<file path="src/rtl/ifetch_pkg.sv">
// Shared defaults and types for the instruction-fetch front end.
package ifetch_pkg;

    localparam int IFQ_ADDR_WIDTH = 16;
    localparam int IFQ_DATA_WIDTH = 16;
    localparam int IFQ_DEPTH      = 4;

    localparam logic [IFQ_ADDR_WIDTH-1:0] IFQ_RESET_PC = '0;

    typedef struct packed {
        logic [IFQ_DATA_WIDTH-1:0] inst;
        logic [IFQ_ADDR_WIDTH-1:0] pc;
    } ifq_entry_t;

endpackage

</file>
<file path="src/rtl/ifq_fifo.sv">
// Synchronous DEPTH-entry FIFO for the prefetch queue; flush dominates push and pop.
module ifq_fifo #(
    parameter int WIDTH = 32,
    parameter int DEPTH = 4
) (
    input  logic                       clk,
    input  logic                       reset_n,
    input  logic                       i_push,
    input  logic [WIDTH-1:0]           i_push_data,
    input  logic                       i_pop,
    input  logic                       i_flush,
    output logic [$clog2(DEPTH+1)-1:0] o_count,
    output logic                       o_valid,
    output logic [WIDTH-1:0]           o_head
);

    localparam int PTR_W = $clog2(DEPTH);
    localparam int CNT_W = $clog2(DEPTH+1);

    logic [WIDTH-1:0] r_mem [DEPTH];
    logic [PTR_W-1:0] r_rd_ptr;
    logic [PTR_W-1:0] r_wr_ptr;
    logic [CNT_W-1:0] r_count;
    logic             w_do_pop;
    logic             w_do_push;

    assign w_do_pop  = i_pop && (r_count != '0);
    assign w_do_push = i_push && ((r_count != CNT_W'(DEPTH)) || w_do_pop);

    // NOTE: sequential state uses non-blocking assignments so every register
    // samples the pre-edge values regardless of statement order.
    always_ff @(posedge clk or negedge reset_n) begin
        if (!reset_n) begin
            r_rd_ptr <= '0;
            r_wr_ptr <= '0;
            r_count  <= '0;
        end else if (i_flush) begin
            r_rd_ptr <= '0;
            r_wr_ptr <= '0;
            r_count  <= '0;
        end else begin
            if (w_do_push) r_wr_ptr <= r_wr_ptr + 1'b1;
            if (w_do_pop)  r_rd_ptr <= r_rd_ptr + 1'b1;
            case ({w_do_push, w_do_pop})
                2'b10:   r_count <= r_count + 1'b1;
                2'b01:   r_count <= r_count - 1'b1;
                default: r_count <= r_count;
            endcase
        end
    end

    // NOTE: storage is deliberately not reset; the head is forced to zero
    // whenever the queue is empty, so stale contents are never visible.
    always_ff @(posedge clk) begin
        if (w_do_push && !i_flush) r_mem[r_wr_ptr] <= i_push_data;
    end

    assign o_count = r_count;
    assign o_valid = (r_count != '0);
    assign o_head  = o_valid ? r_mem[r_rd_ptr] : '0;

endmodule

</file>
<file path="src/rtl/ifetch_queue.sv">
// Fetch front end: owns the PC, issues sram0 reads, buffers returned words
// for decode, and restarts fetch on a redirect from execute.
module ifetch_queue
    import ifetch_pkg::*;
#(
    parameter int ADDR_WIDTH = IFQ_ADDR_WIDTH,
    parameter int DATA_WIDTH = IFQ_DATA_WIDTH,
    parameter int DEPTH      = IFQ_DEPTH
) (
    input  logic                  clk,
    input  logic                  reset_n,
    input  logic                  fetch_en,
    input  logic                  redirect_valid,
    input  logic [ADDR_WIDTH-1:0] redirect_pc,
    output logic [ADDR_WIDTH-1:0] inst_addr,
    output logic                  inst_rd_n,
    input  logic [DATA_WIDTH-1:0] inst_in,
    output logic                  dec_valid,
    output logic [DATA_WIDTH-1:0] dec_inst,
    output logic [ADDR_WIDTH-1:0] dec_pc,
    input  logic                  dec_ready
);

    localparam int CNT_W   = $clog2(DEPTH+1);
    localparam int ENTRY_W = DATA_WIDTH + ADDR_WIDTH;

    logic [ADDR_WIDTH-1:0] r_fetch_pc;
    logic [ADDR_WIDTH-1:0] r_inflight_pc;
    logic [ADDR_WIDTH-1:0] r_inst_addr;
    logic                  r_inflight;
    logic                  r_inst_rd_n;

    logic [CNT_W-1:0]      w_count;
    logic [CNT_W:0]        w_occupancy;
    logic                  w_room;
    logic                  w_issue;
    logic [ADDR_WIDTH-1:0] w_issue_pc;
    logic                  w_push;
    logic                  w_pop;
    logic [ENTRY_W-1:0]    w_head;

    // Reserving a slot for the in-flight read keeps the queue from overflowing.
    assign w_occupancy = {1'b0, w_count} + {{CNT_W{1'b0}}, r_inflight};
    assign w_room      = w_occupancy < (CNT_W+1)'(DEPTH);

    // A redirect empties the queue and kills the in-flight word, so it may
    // always issue regardless of current occupancy.
    assign w_issue    = fetch_en && (redirect_valid || w_room);
    assign w_issue_pc = redirect_valid ? redirect_pc : r_fetch_pc;
    assign w_push     = r_inflight && !redirect_valid;
    assign w_pop      = dec_valid && dec_ready && !redirect_valid;

    always_ff @(posedge clk or negedge reset_n) begin
        if (!reset_n) begin
            r_fetch_pc    <= ADDR_WIDTH'(IFQ_RESET_PC);
            r_inflight    <= 1'b0;
            r_inflight_pc <= '0;
            r_inst_addr   <= '0;
            r_inst_rd_n   <= 1'b1;
        end else if (w_issue) begin
            r_inst_addr   <= w_issue_pc;
            r_inst_rd_n   <= 1'b0;
            r_inflight    <= 1'b1;
            r_inflight_pc <= w_issue_pc;
            r_fetch_pc    <= w_issue_pc + 1'b1;
        end else begin
            r_inst_rd_n   <= 1'b1;
            r_inflight    <= 1'b0;
            if (redirect_valid) r_fetch_pc <= redirect_pc;
        end
    end

    ifq_fifo #(
        .WIDTH (ENTRY_W),
        .DEPTH (DEPTH)
    ) u_fifo (
        .clk         (clk),
        .reset_n     (reset_n),
        .i_push      (w_push),
        .i_push_data ({inst_in, r_inflight_pc}),
        .i_pop       (w_pop),
        .i_flush     (redirect_valid),
        .o_count     (w_count),
        .o_valid     (dec_valid),
        .o_head      (w_head)
    );

    assign inst_addr = r_inst_addr;
    assign inst_rd_n = r_inst_rd_n;
    assign dec_inst  = w_head[ENTRY_W-1:ADDR_WIDTH];
    assign dec_pc    = w_head[ADDR_WIDTH-1:0];

endmodule

</file>
<file path="config.mk">
export PLATFORM = sky130hd
export DESIGN_NAME = ifetch_queue
export DESIGN_NICKNAME = d
export VERILOG_FILES = /design/src/rtl/ifetch_pkg.sv /design/src/rtl/ifq_fifo.sv /design/src/rtl/ifetch_queue.sv
export SDC_FILE = /design/constraint.sdc
export NUM_CORES = 1
export LEC_CHECK = 0
export CAP_MARGIN = 20
export CORE_MARGIN = 1.5
export CORE_UTILIZATION = 50
export DETAILED_ROUTE_END_ITERATION = 12
export GPL_TIMING_DRIVEN = 0
export PLACE_DENSITY = 0.73
export SLEW_MARGIN = 0
export SYNTH_ARGS = -nofsm -noshare
export SYNTH_HDL_FRONTEND = slang
export SYNTH_SLANG_ARGS = --single-unit
</file>
<file path="constraint.sdc">
create_clock -name clk -period 2.7 [get_ports clk]
set_clock_uncertainty 0.2 [all_clocks]
set_input_delay 0.54 -clock clk [delete_from_list [all_inputs] [get_ports clk]]
set_output_delay 0.54 -clock clk [all_outputs]
set_load 0.01 [all_outputs]
</file>
# ---- Word level (Yosys, flattened, before mapping)
# Memory sizes are Yosys's and may differ from the RTL's.
# Index checks and enable logic that the tools add are counted.
dict set report word_totals {
  register_bits 41
  ramBits 128
  inputBits 37
  out_inout_bits 50
  wordCells 45
  mem_count 1
}
# memory depth width rd rd_ports_with_merged_regs write_ports line
set mem_list {}
lappend mem_list {u_fifo.r_mem 4 32 1 0 1 ifq_fifo.sv:20} ;# logic [WIDTH-1:0] r_mem [DEPTH];
dict set report classes {
  addsub 6
  order_cmp 1
  eq_ne 3
  n_mux 13
  n_reduce_logical 14
}
# cell n
set op_table {}
lappend op_table {{16-bit two-way mux} 2}
lappend op_table {{32-bit two-way mux} 1}
lappend op_table {{16-bit by 1-bit adder with 16-bit output, second input constant} 1}
lappend op_table {{2-bit two-way mux} 4}
lappend op_table {{1-bit logical AND} 7}
lappend op_table {{3-bit one-hot mux with 2 select lines} 1}
lappend op_table {{3-bit nonzero test} 2}
lappend op_table {{2-bit by 1-bit adder with 2-bit output, second input constant} 2}
lappend op_table {{3-bit by 1-bit adder with 4-bit output} 1}
lappend op_table {{4-bit by 3-bit less-than comparator with 1-bit output, second input constant} 1}
lappend op_table {{1-bit two-way mux} 4}
lappend op_table {{2-bit nonzero test} 2}
lappend op_table {{3-bit by 1-bit adder with 3-bit output, second input constant} 1}
lappend op_table {{3-bit two-way mux} 1}
lappend op_table {{3-bit inequality test, second input constant} 1}
lappend op_table {{3-bit by 1-bit subtractor with 3-bit output, second input constant} 1}
lappend op_table {{2-bit by 1-bit == test with 1-bit output, second input constant} 1}
lappend op_table {{2-bit == test, second input constant} 1}
lappend op_table {{1-bit logical OR} 2}
lappend op_table {{1-bit logical NOT} 1}

# ---- Logic depth before layout (Yosys ltp)
dict set report logic_depth {
  depth_word 9
  mapped_depth 10
  ltp_nobuf 7
}

# ---- Hierarchy
# From an unflattened synthesis, not the netlist that was laid out.
dict set report hier_totals {
  cells_unflattened 440
  hier_area_um2 7188.1
}
# mod instances cells_each area_per_inst_um2 seq_area_each_um2
set modules_own_cells {}
lappend modules_own_cells {ifq_fifo 1 266 5422.7 4018.9}
lappend modules_own_cells {ifetch_queue 1 174 1765.4 852.1}

# ---- Worst setup path after synthesis
# OpenSTA, ideal clock, no wires.
dict set report synth_path {
  kind {input to register}
  from {in redirect_valid}
  to {reg r_fetch_pc[12]}
  setup_ns 0.127
  arrival_ns 2.172
  t_required_ns 2.373
  setup_slack_ns 0.201
  stages 10
  path_buffers 3
  path_cell_list {buf_2 -> buf_2 -> buf_4 -> mux2i_1 -> inv_1 -> ha_1 -> o211ai_1 -> a2111oi_4 -> nand3_1 -> xor2_1}
}
dict set report synth_via {
  elab_chain_len 3
  word_cells_on_any_way 5
  classes_between {1 x add/sub; 2 x mux; 2 x reduce/logical}
}
# element line
set synth_rtl {}
lappend synth_rtl {{from (decl)} ifetch_queue.sv:13} ;# input logic redirect_valid,
lappend synth_rtl {{16-bit two-way mux} --}
lappend synth_rtl {{named net w_issue_pc[1]} ifetch_queue.sv:37} ;# logic [ADDR_WIDTH-1:0] w_issue_pc;
lappend synth_rtl {{16-bit by 1-bit adder with 16-bit output} ifetch_queue.sv:65} ;# r_fetch_pc <= w_issue_pc + 1'b1;
lappend synth_rtl {{16-bit two-way mux} ifetch_queue.sv:60} ;# end else if (w_issue) begin
lappend synth_rtl {{to (signal assigned)} ifetch_queue.sv:55} ;# r_fetch_pc <= ADDR_WIDTH'(IFQ_RESET_PC);
lappend synth_rtl {{to (signal assigned)} ifetch_queue.sv:65}
lappend synth_rtl {{to (signal assigned)} ifetch_queue.sv:69} ;# if (redirect_valid) r_fetch_pc <= redirect_pc;
lappend synth_rtl {{to (decl)} ifetch_queue.sv:27} ;# logic [ADDR_WIDTH-1:0] r_fetch_pc;
# The timed path passes the listed nets, and every way through them passes these cells.
# A chain may end at the register's enable or synchronous reset.

# ---- Final worst setup path
dict set report layout_path {
  from {reg u_fifo.r_rd_ptr[0]}
  to {out dec_inst[8]}
}
dict set report layout_via {
  elab_chain_len 2
}
# element line
set layout_rtl {}
lappend layout_rtl {{from (decl)} ifq_fifo.sv:21} ;# logic [PTR_W-1:0] r_rd_ptr;
lappend layout_rtl {{from (signal assigned)} ifq_fifo.sv:43} ;# if (w_do_pop) r_rd_ptr <= r_rd_ptr + 1'b1;
lappend layout_rtl {{memory read 4 x 32 bit} --}
lappend layout_rtl {{32-bit two-way mux} ifq_fifo.sv:60} ;# assign o_head = o_valid ? r_mem[r_rd_ptr] : '0;
lappend layout_rtl {{to (decl)} ifetch_queue.sv:19} ;# output logic [DATA_WIDTH-1:0] dec_inst,
# No other way between the ends.

==> metrics.txt <==
outcome=finished clean; FF+latch area=0.00487 mm2; GRT Residual Overflow=0; Slew HR=between 30 and 40%; hold path cells=0; core area=0.0138 mm2; Main synth FF type=edfxtp_1; Worst-Margin Slew=912 ps; antenna cells=0; Overall Global Routing Usage=between 20% and 30%; nets=around 570; FF-to-FF End=u_fifo.o_count[2]; TritonCTS buffer count=17; Post-Synth XOR/XNOR Area=~2.4%; Pwr Total=approximately 0.0070 W; Root Buffer=clkbuf_16; die boundary height=121 um; cells on worst reg2reg path=8; R2R setup slack=between 100 and 150 ps; complex-gate fraction of the synthesized area=about 4.1%; fill cell count=slightly below 1k; Logic pwr share=a little over a fifth; mux share of post-synthesis cell area=a little over an eighth; max frequency=0.373 GHz; Slew Limit Fails=0; Initial DRT Pass Iterations=5; post-route non-filler standard cell count=721; Die ar.=around 0.015 mm2; CTS Sinks=between 150 and 200; Iter 0 DRT Violations=approximately 360; Avg Inst Size Synth=~17 um2; hold_sp=inst_addr[10]; Switching Fraction=about a quarter; final RePlAce weighted congestion=0.860; worst min-delay path class=reg2reg; Yosys cell types=43; setup tns final=0 ps; mean number of vias per cell=between 5 and 6; clk buf depth=2; Post-Syn Nets=450; total leakage power=about 3.2 nW; Reg2Reg Launch Point=u_fifo.o_count[0]; PwrDens=784 mW/mm2; Post-Syn Area=approximately 0.0070 mm2; placed cell count=674; Critical Path RT=roughly 2000 ps; crit path max fanout=6; vias in the first global route=about 4k; largest family of logic cells by synthesized area=multiplexers; simple-gate portion of the synthesized area=7.48%; clock latency at the later pin of the worst-skew pair=between 400 and 500 ps; Residual DRC=0; Critical Path End Type=output port; final hold vios=0; port bufs=86; Layout Utilization=between 60% and 70%; RSZ-0062 raised after global routing=true; Tcrit/Tclk final=99.4%; post-synth top area cell=edfxtp_1; average wire per standard cell=19.2 um; Top Family by Delay on Critical Path=buffers and inverters; Ports=between 80 and 90; hold endpoint=u_fifo.r_mem[2][10]; largest net degree at the start of global routing=42; Gate Count Post-Synth=407; Multi-input gate area=just over 0.002 mm2; first-pass GRT wire length=21.5 mm; routed via count=between 3k and 4k; final worst slack=~17 ps; Max-cap violations=0; routed wire length=between 10 and 15 mm; CTS clk-pin slew, worst paths=around 60 ps; pre-CTS WS=-913 ps; post-route ant nets=0; Clk pwr share=between 30% and 40%; P_sw=around 0.0018 W; Area Growth Syn to Fin=27.4%; CTS tree=built; Internal=between 0.005 and 0.006 W; ys async rst share=between 20 and 25%; leading post-synthesis cells by cell area=edfxtp_1, dfrtp_1, mux4_2; commonest non-fill, non-tap cell in the layout=edfxtp_1; Crit path arrival time=about 1900 ps; setup violators final=0; Yosys reg bits=169; chip width=121 um; sum of buffers and inverters on the critical path=4; share of layout cells above drive strength 1=approximately a third; Period minus WS final=~2700 ps; starting density of the core=between 50% and 60%; Adder-Cell Fraction of Synth Area=about 1.2%; most frequent cells in the layout=edfxtp_1, clkdlybuf4s50_1, dfrtp_1; Max VDD drop=~0.54 mV; CP Launch Type=flip-flop; Yosys Warn Count=0; number of flops mapped to enable cells by yosys=~130; register area share after synthesis=approximately 70%; Site Rows=43; dpl hpwl=about 8.5 mm; CP peak stage delay=500 ps; critical setup path kind=reg2out; antenna violations before repair=0; H-tree Lvls=4; slowest CP cell=mux4_2; Flop pwr share=between 40 and 50%; Synth top area share=a little over half; CP Cell Sequence=buf_8, buf_6, buf_12, mux4_2, and2_1, buf_2
==> state kept, by name (all words and copies together) (netlist names) <==
name             flops
inst_addr           16
inst_rd_n            1
r_fetch_pc          16
r_inflight           1
u_fifo.o_count       3
u_fifo.r_mem       128
u_fifo.r_rd_ptr      2
u_fifo.r_wr_ptr      2
==> Yosys cell counts, drive strengths merged, types with 3 or more instances <==
cell type and n:
nand2 23, buf 10, edfxtp 128, nand3 12, dfrtp 40, nor2b 3
a31oi 4, o21ai 16, nor2 7, mux2 6, a21oi 6, xnor2 7
xor2 12, nor3 3, and2 36, ha 5, mux2i 15, inv 5
clkbuf 11, mux4 32, a211oi 3
==> per-layer routing <==
metal	track usage (%)	part of all wire, %	wire, um
met3	4.04	5.5	756
met4	8.16	1.5	204
met5	0	0	0
met2	33.0	50	6990
met1	26.6	43	5900
==> metrics by stage <==
stage	instance area, um2	hold slack, ps
after floorplan	6990	44.4
after global placement	8080	323
after detailed placement	8090	332
after CTS	8900	350
after global routing	8910	375
final	8910	346
==> how the worst max path moves through the flow <==
stage	start	to	slack [ps]	depth (start not counted)
2_1_floorplan	redirect_valid	r_fetch_pc[12]	200	10
3_3_place_gp	redirect_valid	r_fetch_pc[12]	-840	11
3_5_place_dp	redirect_valid	r_fetch_pc[12]	-910	11
4_1_cts	u_fifo.r_rd_ptr[0]	dec_inst[6]	-80	7
5_1_grt	u_fifo.r_rd_ptr[0]	dec_inst[8]	-60	6
6_report	u_fifo.r_rd_ptr[0]	dec_inst[8]	20	6
==> power by group through the flow <==
stage                     clock network [W]  logic, W  registers, W
after floorplan                           0  0.000693       0.00322
after global placement                    0   0.00129       0.00323
after detailed placement                  0   0.00131       0.00325
after CTS                           0.00229   0.00152       0.00320
after global routing                0.00239   0.00164       0.00322
final                               0.00226   0.00152       0.00320
==> timing repair <==
| action | CTS | global route |
|---|---|---|
| gates resized for setup | 188 | 20 |
| hold buffers | 1 | 0 |
| pin swaps | 22 | 9 |
| setup buffers | 12 | 4 |
| setup endpoints to repair | 41 | 36 |
| gates cloned | 3 | 0 |
| endpoints found under the hold margin | 40 | 0 |
==> layout make-up <==
class                           count  area share, %
Timing Repair Buffer              105           11.3
Inverter                            5          0.211
Multi-Input combinational cell    212           23.1
Buffer                             18           1.92
Tap cell                          180           2.53
Clock buffer                       17           4.78
Clock inverter                     15           1.42
Sequential cell                   169           54.7
==> cells by family (layout without fill, tap and decap cells) <==
family                   count (synthesis)  count (layout)
flip-flops                             169             169
AND/OR/NAND/NOR                         93              93
multiplexers                            53              53
AO/OA/AOI/OAI                           41              41
buffers and inverters                   26             160
XOR/XNOR                                19              19
adder cells (fa/ha/maj)                  6               6
==> worst reg2reg max path, stage by stage, from the launching register on <==
cell and delay (ps):
dfrtp_2 420, buf_4 160, o31ai_1 650, nor3_1 120, fa_1 410, nor3_1 180
a31oi_1 80, xor2_1 190, nor2_1 60
(Power assumes the default switching activity.)
